File: src/rtl/frame_tx_scheduler.sv
// frame_tx_scheduler: round-robin sharing of one frame transmitter among NUM_REQ sources,
// with latched header fields, done/timeout handling and an inter-frame gap.
module frame_tx_scheduler #(
    parameter int NUM_REQ        = 4,
    parameter int IFG_CYCLES     = 12,
    parameter int TIMEOUT_CYCLES = 1024
) (
    input  logic                    clk,
    input  logic                    rst_n,
    input  logic [NUM_REQ-1:0]      req,
    input  logic [NUM_REQ*48-1:0]   req_dest_addr,
    input  logic [NUM_REQ*48-1:0]   req_src_addr,
    input  logic [NUM_REQ*16-1:0]   req_eth_type,
    input  logic [NUM_REQ*32-1:0]   req_data,
    output logic [NUM_REQ-1:0]      gnt,
    output logic [NUM_REQ-1:0]      req_done,
    output logic [NUM_REQ-1:0]      req_err,
    output logic                    tx_start,
    output logic [47:0]             tx_dest_addr,
    output logic [47:0]             tx_src_addr,
    output logic [15:0]             tx_eth_type,
    output logic [31:0]             tx_data,
    input  logic                    tx_done,
    output logic                    busy
);
    localparam int PW = $clog2(NUM_REQ);
    localparam int TW = $clog2(TIMEOUT_CYCLES);
    localparam int IW = $clog2(IFG_CYCLES + 1);

    typedef enum logic [1:0] {IDLE, START, WAIT_DONE, IFG} state_t;

    state_t               state, state_n;
    logic [PW-1:0]        ptr, ptr_n, win;
    logic [TW-1:0]        wcnt, wcnt_n;
    logic [IW-1:0]        icnt, icnt_n;
    logic [NUM_REQ-1:0]   gnt_n, done_n, err_n;
    logic                 start_n;
    logic [47:0]          dest_n, src_n;
    logic [15:0]          type_n;
    logic [31:0]          data_n;
    logic [47:0]          dst [NUM_REQ];
    logic [47:0]          src [NUM_REQ];
    logic [15:0]          typ [NUM_REQ];
    logic [31:0]          dat [NUM_REQ];

    for (genvar i = 0; i < NUM_REQ; i++) begin : g_slice
        assign dst[i] = req_dest_addr[48*i +: 48];
        assign src[i] = req_src_addr[48*i +: 48];
        assign typ[i] = req_eth_type[16*i +: 16];
        assign dat[i] = req_data[32*i +: 32];
    end

    // Lowest set bit overall covers the wrap case; lowest set bit at/above ptr overrides it.
    always_comb begin
        win = ptr;
        for (int i = NUM_REQ - 1; i >= 0; i--)
            if (req[i]) win = PW'(i);
        for (int i = NUM_REQ - 1; i >= 0; i--)
            if (req[i] && PW'(i) >= ptr) win = PW'(i);
    end

    always_comb begin
        state_n = state;
        ptr_n   = ptr;
        wcnt_n  = wcnt;
        icnt_n  = icnt;
        gnt_n   = gnt;
        done_n  = '0;
        err_n   = '0;
        start_n = 1'b0;
        dest_n  = tx_dest_addr;
        src_n   = tx_src_addr;
        type_n  = tx_eth_type;
        data_n  = tx_data;
        case (state)
            IDLE: if (|req) begin
                state_n = START;
                gnt_n   = NUM_REQ'(1) << win;
                ptr_n   = win == PW'(NUM_REQ - 1) ? '0 : win + 1'b1;
                start_n = 1'b1;
                dest_n  = dst[win];
                src_n   = src[win];
                type_n  = typ[win];
                data_n  = dat[win];
            end
            START: begin
                state_n = WAIT_DONE;
                wcnt_n  = '0;
            end
            WAIT_DONE: begin
                // tx_done takes priority over a timeout landing in the same cycle
                if (tx_done || wcnt == TW'(TIMEOUT_CYCLES - 1)) begin
                    done_n  = tx_done ? gnt : '0;
                    err_n   = tx_done ? '0 : gnt;
                    gnt_n   = '0;
                    icnt_n  = '0;
                    state_n = IFG;
                end else begin
                    wcnt_n = wcnt + 1'b1;
                end
            end
            IFG: begin
                state_n = icnt == IW'(IFG_CYCLES) ? IDLE : IFG;
                icnt_n  = icnt + 1'b1;
            end
            default: state_n = IDLE;
        endcase
    end

    always_ff @(posedge clk) begin
        if (!rst_n) begin
            state        <= IDLE;
            ptr          <= '0;
            wcnt         <= '0;
            icnt         <= '0;
            gnt          <= '0;
            req_done     <= '0;
            req_err      <= '0;
            tx_start     <= 1'b0;
            tx_dest_addr <= '0;
            tx_src_addr  <= '0;
            tx_eth_type  <= '0;
            tx_data      <= '0;
            busy         <= 1'b0;
        end else begin
            state        <= state_n;
            ptr          <= ptr_n;
            wcnt         <= wcnt_n;
            icnt         <= icnt_n;
            gnt          <= gnt_n;
            req_done     <= done_n;
            req_err      <= err_n;
            tx_start     <= start_n;
            tx_dest_addr <= dest_n;
            tx_src_addr  <= src_n;
            tx_eth_type  <= type_n;
            tx_data      <= data_n;
            busy         <= state_n != IDLE;
        end
    end
endmodule

File: config.mk
export PLATFORM = sky130hd
export DESIGN_NAME = frame_tx_scheduler
export DESIGN_NICKNAME = d
export VERILOG_FILES = /design/src/rtl/frame_tx_scheduler.sv
export SDC_FILE = /design/constraint.sdc
export NUM_CORES = 1
export LEC_CHECK = 0
export CORE_AREA = 3 3 283 285
export DETAILED_ROUTE_END_ITERATION = 8
export DIE_AREA = 0 0 286 288
export HOLD_SLACK_MARGIN = 0.08
export PLACE_DENSITY = 0.39
export SYNTH_ARGS = -nofsm -noshare
export SYNTH_HDL_FRONTEND = slang
export SYNTH_SLANG_ARGS = --single-unit
File: constraint.sdc
create_clock -name clk -period 3.3 [get_ports clk]
set_clock_uncertainty 0.05 [all_clocks]
set_input_delay 0.66 -clock clk [delete_from_list [all_inputs] [get_ports clk]]
set_output_delay 0.66 -clock clk [all_outputs]
set_load 0.02 [all_outputs]
### Yosys cells after proc, flatten, opt, wreduce, memory -nomap -nowiden

Cells that the tools add are included.

* output and inout bits: 158
* input port bits: 583
* flip-flop bits (word level): 176
* logic and storage cells: 85

* bitwise gates (word level): 4
* eq/ne operators: 9
* add/sub/neg operators: 3
* shift-type cells: 1
* mux-type cells: 32
* magnitude comparators: 5
* reductions and logical operators: 18

Operators with widths (count)
* 48-bit binary-select mux with 2-bit select: 2
* 48-bit two-way mux: 4
* 32-bit binary-select mux with 2-bit select: 1
* 32-bit two-way mux: 2
* 16-bit binary-select mux with 2-bit select: 1
* 16-bit two-way mux: 2
* 2-bit two-way mux: 12
* 10-bit one-hot mux with 2 select lines: 1
* 4-bit one-hot mux with 2 select lines: 2
* 10-bit by 1-bit adder with 10-bit output (second input constant): 1
* 10-bit == test (second input constant): 1
* 10-bit two-way mux: 1
* 4-bit two-way mux: 2
* 2-bit one-hot mux with 4 select lines: 1
* 2-bit AND reduction: 4
* 2-bit nonzero test: 4
* 4-bit OR reduction: 2
* 2-bit == test (second input constant): 3
* 2-bit inequality test (second input constant): 3
* 4-bit by 1-bit adder with 4-bit output (second input constant): 1
* 4-bit == test (second input constant): 1
* 1-bit by 2-bit >= comparator with 1-bit output (first input constant): 2
* 2-bit >= comparator (first input constant): 2
* 1-bit logical AND: 4
* 11 further kinds: 13

### Logic depth before layout (Yosys ltp)

Gate-level depths: netlist of run 1.

* depth after elaboration: 12
* gate-level depth with buffers: 9
* gate-level depth less buffers: 6

### Worst setup path before layout of run 1

Ideal clock, no wire load.

* path type: in2reg
* start: in req[0]
* end: reg tx_data[0]
* required time: 3.128 ns
* slack: 0.808 ns
* stages: 6
* arrival time: 2.320 ns
* buffers on the path: 2
* setup time: 0.122 ns
* path through: nor2b_1 o31ai_1 buf_2 clkbuf_1 mux2_2 a221o_1

* cells in the longest elaborated chain, start to end: 9
* elaborated cells between the ends (all ways): 12
* those cells by class: mux: 8; bitwise: 1; reduce/logical: 3

RTL lines
* start: declaration: line 10 `input logic [NUM_REQ-1:0] req,`
* 2-bit two-way mux: line 57 `if (req[i]) win = PW'(i);`
* 2-bit two-way mux (4 in series): line 59 `if (req[i] && PW'(i) >= ptr) win = PW'(i);`
* 2-bit inverter with 3-bit output (not written as such): line 84 `data_n = dat[win];`
* 32-bit binary-select mux with 2-bit select: line 84
* 32-bit two-way mux (not written as such) (2 in series): line 84
* end signal: assignment: line 137 `tx_data <= data_n;`
* end: declaration: line 22 `output logic [31:0] tx_data,`

Parallel ways exist; a longest one is shown, timed or not. The select of a mux whose other input is x is not followed.
A chain may end at the register's enable or synchronous reset.

### Worst setup path in the final report of run 1

* start: in req[0]
* end: reg tx_dest_addr[14]

* cells in the longest elaborated chain, start to end: 9
* elaborated cells between the ends (all ways): 12
* those cells by class: mux: 8; bitwise: 1; reduce/logical: 3

RTL lines
* 2-bit two-way mux: line 57
* 2-bit two-way mux (4 in series): line 59
* 2-bit inverter with 3-bit output (not written as such): line 81 `dest_n = dst[win];`
* 48-bit binary-select mux with 2-bit select: line 81
* 48-bit two-way mux (not written as such) (2 in series): line 81
* end signal: assignment: line 134 `tx_dest_addr <= dest_n;`
* end: declaration: line 19 `output logic [47:0] tx_dest_addr,`

Parallel ways exist; a longest one is shown, timed or not. The select of a mux whose other input is x is not followed.

==> impl_results.md, run 1 <==
- Fmax: 0.376 GHz
- GRT Overall Usage: 0.134
- Worst Setup Path Type: input port to flip-flop
- Commonest non-fill, non-tap cells in the layout: clkdlybuf4s50_1 (740), dfxtp_1 (176), a22o_1 (148), mux2_2 (144), a221o_1 (144)
- Worst slew margin: 0.593
- Finish-stage setup viols: 0
- Worst-Margin Slew: between 0.6 and 0.7 ns
- CTS clk-pin slew, worst paths: about 0.080 ns
- FFs w/ async S/R, synth: 0
- Buffers added on ports: 740
- Status: finished, final reports clean
- Worst skew pair latency: roughly 0.48 ns
- Syn Std Cell Area: 9090 µm²
- I/O pins: roughly 740
- Longest Clk Path Bufs: 2
- CP startpoint kind: input port
- Crit-path leading delay family: buffers and inverters
- Largest cells by area after synthesis: dfxtp_1 (39%), mux2_2 (18%), a221o_1 (16%), a22o_1 (14%), clkbuf_1 (1.7%)
- First-pass GRT wire length: approximately 80000 µm
- Synth Flop Type: dfxtp_1
- Yosys reg bits: approximately 180
- Hold_sp: wcnt[9]$_SDFFE_PN0P_
- Hold-fix buffers at CTS: 0
- Setup_tns: 0 ns
- Post-synth EDFFs: 0
- Worst r2r src: ptr[1]$_SDFFE_PN0P_
- Vias in the first global route: 11200
- Sequential-to-total area share from yosys stat: 0.388
- Synth Area per Inst: between 10 and 15 µm²
- CP Capture Type: flip-flop
- Signal arrival time at the worst endpoint: 2.98 ns
- Synth top area share: 0.388
- Largest net degree at the start of global routing: 70
- Post-route DRC violation count: 0
- Area leader, netlist: dfxtp_1
- Critical path's slowest cell: clkdlybuf4s50_1
- PwrDens: about 500 nW/µm²
- WP buf/inv: 4
- CTS tree: yes
- Layout cells sized above 1: 0.167
- Die width: 286 µm
- Final core occ: 0.245
- Core box area: 77600 µm²
- Root buffer cell: clkbuf_16
- CP Data Required Time: approximately 3.6 ns
- Fin. max-slew vios: 0
- DP Wirelength: roughly 48000 µm
- Final WL: roughly 58000 µm
- Vias per std cell: approximately 4
- # rows: ~100
- Gr ovfl total: 0
- Worst path cell trace: clkdlybuf4s50_1 -> buf_4 -> nor2b_1 -> o31ai_4 -> buf_12 -> buf_12 -> mux2_2 -> a221o_1
- Layout area overhead: 109%
- Final Total Pwr: around 9.4 mW
- Synth cell types: 42
- Post-Synthesis Cells: between 800 and 900
- Start point of the critical path: req[0]
- DIE HEIGHT: between 200 and 300 µm
- Static Leak: 6.94 nW
- Pre-antenna DRT Iters: 5
- Post-DRT Antenna Nets: 0
- Number of buffers created by CTS: 17
- HP Class: flip-flop to flip-flop
- Share of the clock period used by the worst path after layout: 0.807
- Yosys synthesis warning count: 0
- RSZ-0062 raised after global routing: false
- Most common cell on crit path: buf_12
- Commonest non-fill, non-tap cell in the layout: clkdlybuf4s50_1
- Crit-path max FO: 22
- Max-cap viol count: 0
- Clock sinks: around 180
- H-Tree Depth: 4
- Starting DRT DRC Count: between 400 and 500
- Slowest cell delay on critical path: 0.48 ns
- Fin. Hold Viols: 0
- Maximum vdd drop: about 0.00037 V
- Post-layout minimum cycle time: roughly 2.7 ns
- Die area: 82400 µm²
- Starting Density: 0.117
- Final worst hold slack: about 0.44 ns
- Initial antenna violation count: 10
- Post-cts sizing count: 0
- DR WL/cell: roughly 22 µm
- Design area: 19000 µm²
- Area of the multi-input gates: 5190 µm²
- Setup bufs post-CTS: 0
- Sequential Area: 3520 µm²
- Synthesized net count: 1423
- Gpl congestion: 0.836
- Placed cell area: between 15000 and 20000 µm²
- Via count: 10600
- Fillers: roughly 8400
- Final Net Count: roughly 2200
-- worst register-to-register path: stages, from the launching register on --
cell     delay, ns
dfxtp_1       0.46
or3_1         0.15
o21ai_0       0.12
o31ai_4       0.31
buf_12        0.22
buf_12        0.23
mux2_2        0.38
a221o_1       0.32
-- synthesized netlist by cell type (all sizes together), types with 2 or more instances --
cell type,number
a21oi,14
a221o,144
a22o,148
a22oi,2
a31oi,3
and2,9
and3,6
buf,39
clkbuf,42
dfxtp,176
ha,7
inv,9
mux2,144
mux2i,2
nand2,13
nand3,10
nand3b,2
nand4,3
nor2,17
nor2b,7
nor3b,2
o21ai,12
o31ai,3
or3,7
-- registers in the layout (all words and copies together) (netlist names) --
register      flops
tx_start          1
wcnt             10
state             2
tx_data          32
tx_eth_type      16
req_err           4
ptr               2
gnt               4
req_done          4
busy              1
icnt              4
tx_src_addr      48
tx_dest_addr     48
-- power by group --
part,total (mW),internal (mW),switching (mW)
logic,4.38,2.43,1.95
clock network,2.16,1.03,1.13
registers,2.88,2.58,0.302
-- stage by stage --
stage	worst slack, ns	std cells
after floorplan	0.808	833
after detailed placement	0.0966	2616
after CTS	0.655	2648
final	0.638	2653
after global placement	0.0830	2616
after global routing	0.564	2653
-- path summary, 6_finish.rpt --
check,to,slack [ns],depth (start not counted)
min reg2reg,wcnt[9]$_SDFFE_PN0P_,0.44,2
max,tx_dest_addr[14]$_SDFFE_PN0P_,0.64,8
max reg2reg,tx_dest_addr[14]$_SDFFE_PN0P_,0.93,7
min,wcnt[9]$_SDFFE_PN0P_,0.44,2
-- layer usage --
| layer | GRT usage | wire (µm) |
|---|---|---|
| met1 | 0.142 | 21400 |
| met2 | 0.243 | 29900 |
| met3 | 0.0558 | 5560 |
| met4 | 0.0377 | 918 |
| met5 | 0 | 42 |
-- final cells by class --
cell class	instances	area share
diodes	5	0.000658
clock buffers	18	0.0231
clock inverters	14	0.00751
inverters	10	0.00198
multi-input cells	566	0.273
flip-flops and latches	176	0.185
well taps	1040	0.0685
repair buffers	824	0.439
-- cell families after synthesis --
family,synth area share
AND/OR/NAND/NOR,0.0469
buffers and inverters,0.0460
multiplexers,0.181
adder cells (fa/ha/maj),0.00963
AO/OA/AOI/OAI,0.329
flip-flops,0.388
Power figures use the tool's default switching activity.
==> inputs of run 2 (changes only) <==
CORE_AREA = 3 3 287 289   (was 3 3 283 285)
DIE_AREA = 0 0 290 292   (was 0 0 286 288)
PLACE_DENSITY = 0.38   (was 0.39)
clock period = 2.5 ns   (was 3.3 ns; I/O delays follow)
==> impl_results.md, run 2 (same netlist as run 1, synthesis figures left out) <==
- Worst Setup Path Type: input port to flip-flop
- Die width: approximately 290 µm
- Largest net degree at the start of global routing: 55
- Fin. max-slew vios: 0
- First-pass GRT wire length: about 84000 µm
- Post-route DRC violation count: 0
- Longest Clk Path Bufs: 2
- Maximum vdd drop: ~0.00046 V
- Worst slew margin: 0.540
- # rows: around 100
- Pre-antenna DRT Iters: 4
- M1 GR Usage: 0.145
- Worst r2r src: ptr[1]$_SDFFE_PN0P_
- Post-DRT Antenna Nets: 0
- DIE HEIGHT: 292 µm
- Worst-Margin Slew: 0.686 ns
- CTS tree: yes
- WP buf/inv: 5
- Share of the clock period used by the worst path after layout: 0.987
- Reg2Reg Setup Slack: roughly 0.10 ns
- Vias in the first global route: between 10000 and 15000
- Most common cell on crit path: buf_4
- Commonest non-fill, non-tap cell in the layout: clkdlybuf4s50_1
- Fin. Hold Viols: 0
- CP Capture Type: flip-flop
- Buffers added on ports: between 700 and 800
- Clock sinks: ~180
- Crit-path leading delay family: buffers and inverters
- Static Leak: 7.14 nW
- Worst skew pair latency: about 0.48 ns
- Area of the multi-input gates: ~5200 µm²
- Design area: slightly below 20000 µm²
- Sequential Area: around 3500 µm²
- Layout cells sized above 1: 0.185
- Met2 Use GR: 0.235
- Starting DRT DRC Count: 400
- HP Class: flip-flop to flip-flop
- Critical path's slowest cell: clkdlybuf4s50_1
- Number of buffers created by CTS: 17
- Finish-stage setup viols: 0
- Status: finished, final reports clean
- PwrDens: around 660 nW/µm²
- Root buffer cell: clkbuf_16
- CP startpoint kind: input port
- Max-cap viol count: 0
- Post-layout minimum cycle time: 2.47 ns
- Final WL: between 60000 and 70000 µm
- DP Wirelength: slightly below 50000 µm
- Slowest cell delay on critical path: ~0.43 ns
- RSZ-0062 raised after global routing: false
- GRT Overall Usage: 0.135
- Die area: 84700 µm²
- Start point of the critical path: req[2]
- Hold_sp: wcnt[9]$_SDFFE_PN0P_
- Fillers: between 8000 and 9000
- DR WL/cell: about 22 µm
- Commonest non-fill, non-tap cells in the layout: clkdlybuf4s50_1 (733), dfxtp_1 (176), a22o_1 (148), mux2_2 (144), a221o_1 (144)
- Via count: approximately 11000
- Initial antenna violation count: 7
- Vias per std cell: just under 4
- Largest regs: tx_dest_addr: 48 flops, tx_src_addr: 48 flops, tx_data: 32 flops
- CP Data Required Time: 2.81 ns
- Fmax: 0.405 GHz
- Signal arrival time at the worst endpoint: 2.78 ns
- Busiest grt layer: met2
- Starting Density: 0.113
- Placed cell area: 18600 µm²
- Core box area: ~80000 µm²
- Worst path cell trace: clkdlybuf4s50_1 -> buf_4 -> nor2b_1 -> o21ai_1 -> o31ai_4 -> buf_4 -> buf_12 -> and3_4 -> buf_4 -> a221o_1
- Final Net Count: approximately 2200
- Gpl congestion: around 0.78
- Final Total Pwr: between 10 and 15 mW
- Layout area overhead: 112%
- Crit-path max FO: 17
- Gr ovfl total: 0
- CTS clk-pin slew, worst paths: around 0.08 ns
- I/O pins: about 740
- M3 GR Usage: 0.0570
- H-Tree Depth: 4
==> run 2: cell types whose count changed in the layout (fill, tap and decap cells not counted), moves of 2 or more <==
cell             delta
buf_12              +6
clkinv_4            -2
buf_4              +25
dlymetal6s2s_1      +2
clkinv_2            +2
clkdlybuf4s50_1     -7
==> run 2: power breakdown <==
group / internal, mW / total [mW] / switching, mW
logic: 3.36 / 6.04 / 2.69
clock network: 1.32 / 2.82 / 1.50
registers: 3.40 / 3.80 / 0.402
==> run 2: tightest hold or removal path, cell delays in order (launching register included) <==
cell	delay (ns)
dfxtp_1	0.33
nand3_1	0.06
a21oi_1	0.05
==> run 2: final cells by class <==
class	instances	area share
repair buffers	851	0.447
multi-input cells	567	0.270
flip-flops and latches	176	0.182
well taps	1060	0.0687
clock buffers	17	0.0220
clock inverters	15	0.00745
inverters	10	0.00194
diodes	4	0.000518
==> run 2: path summary, 6_finish.rpt <==
| path | cells past startpoint | end |
|---|---|---|
| worst max-delay path | 10 | tx_dest_addr[29]$_SDFFE_PN0P_ |
| worst min register to register | 2 | wcnt[9]$_SDFFE_PN0P_ |
| worst min-delay path | 2 | wcnt[9]$_SDFFE_PN0P_ |
| worst max register to register | 8 | tx_dest_addr[29]$_SDFFE_PN0P_ |
==> run 2: what timing repair did <==
action | in CTS | in global routing
pin swaps | 1 | 2
cloned | 0 | 2
hold buffers | 0 | 0
endpoints found under the setup margin | 39 | 36
gates resized for setup | 0 | 4
buffers inserted | 4 | 3
==> run 2: routing by layer <==
| metal | vias up | wire [µm] |
|---|---|---|
| met5 | - | 27 |
| met4 | 4 | 1820 |
| met3 | 48 | 5330 |
| met2 | 499 | 30100 |
| met1 | 5111 | 23100 |
| li1 | 5020 | - |
==> run 2: stage by stage <==
stage	TNS [ns]	hold WS [ns]	instances	setup slack, ns	utilization
6_report	0	0.439	2700	0.0322	0.241
5_1_grt	0	0.460	2699	0.00571	0.241
4_1_cts	0	0.444	2691	0.0122	0.240
3_5_place_dp	-71.42	0.432	2655	-0.556	0.232
3_3_place_gp	-71.32	0.416	2655	-0.539	0.232
2_1_floorplan	0	0.402	833	0.168	-
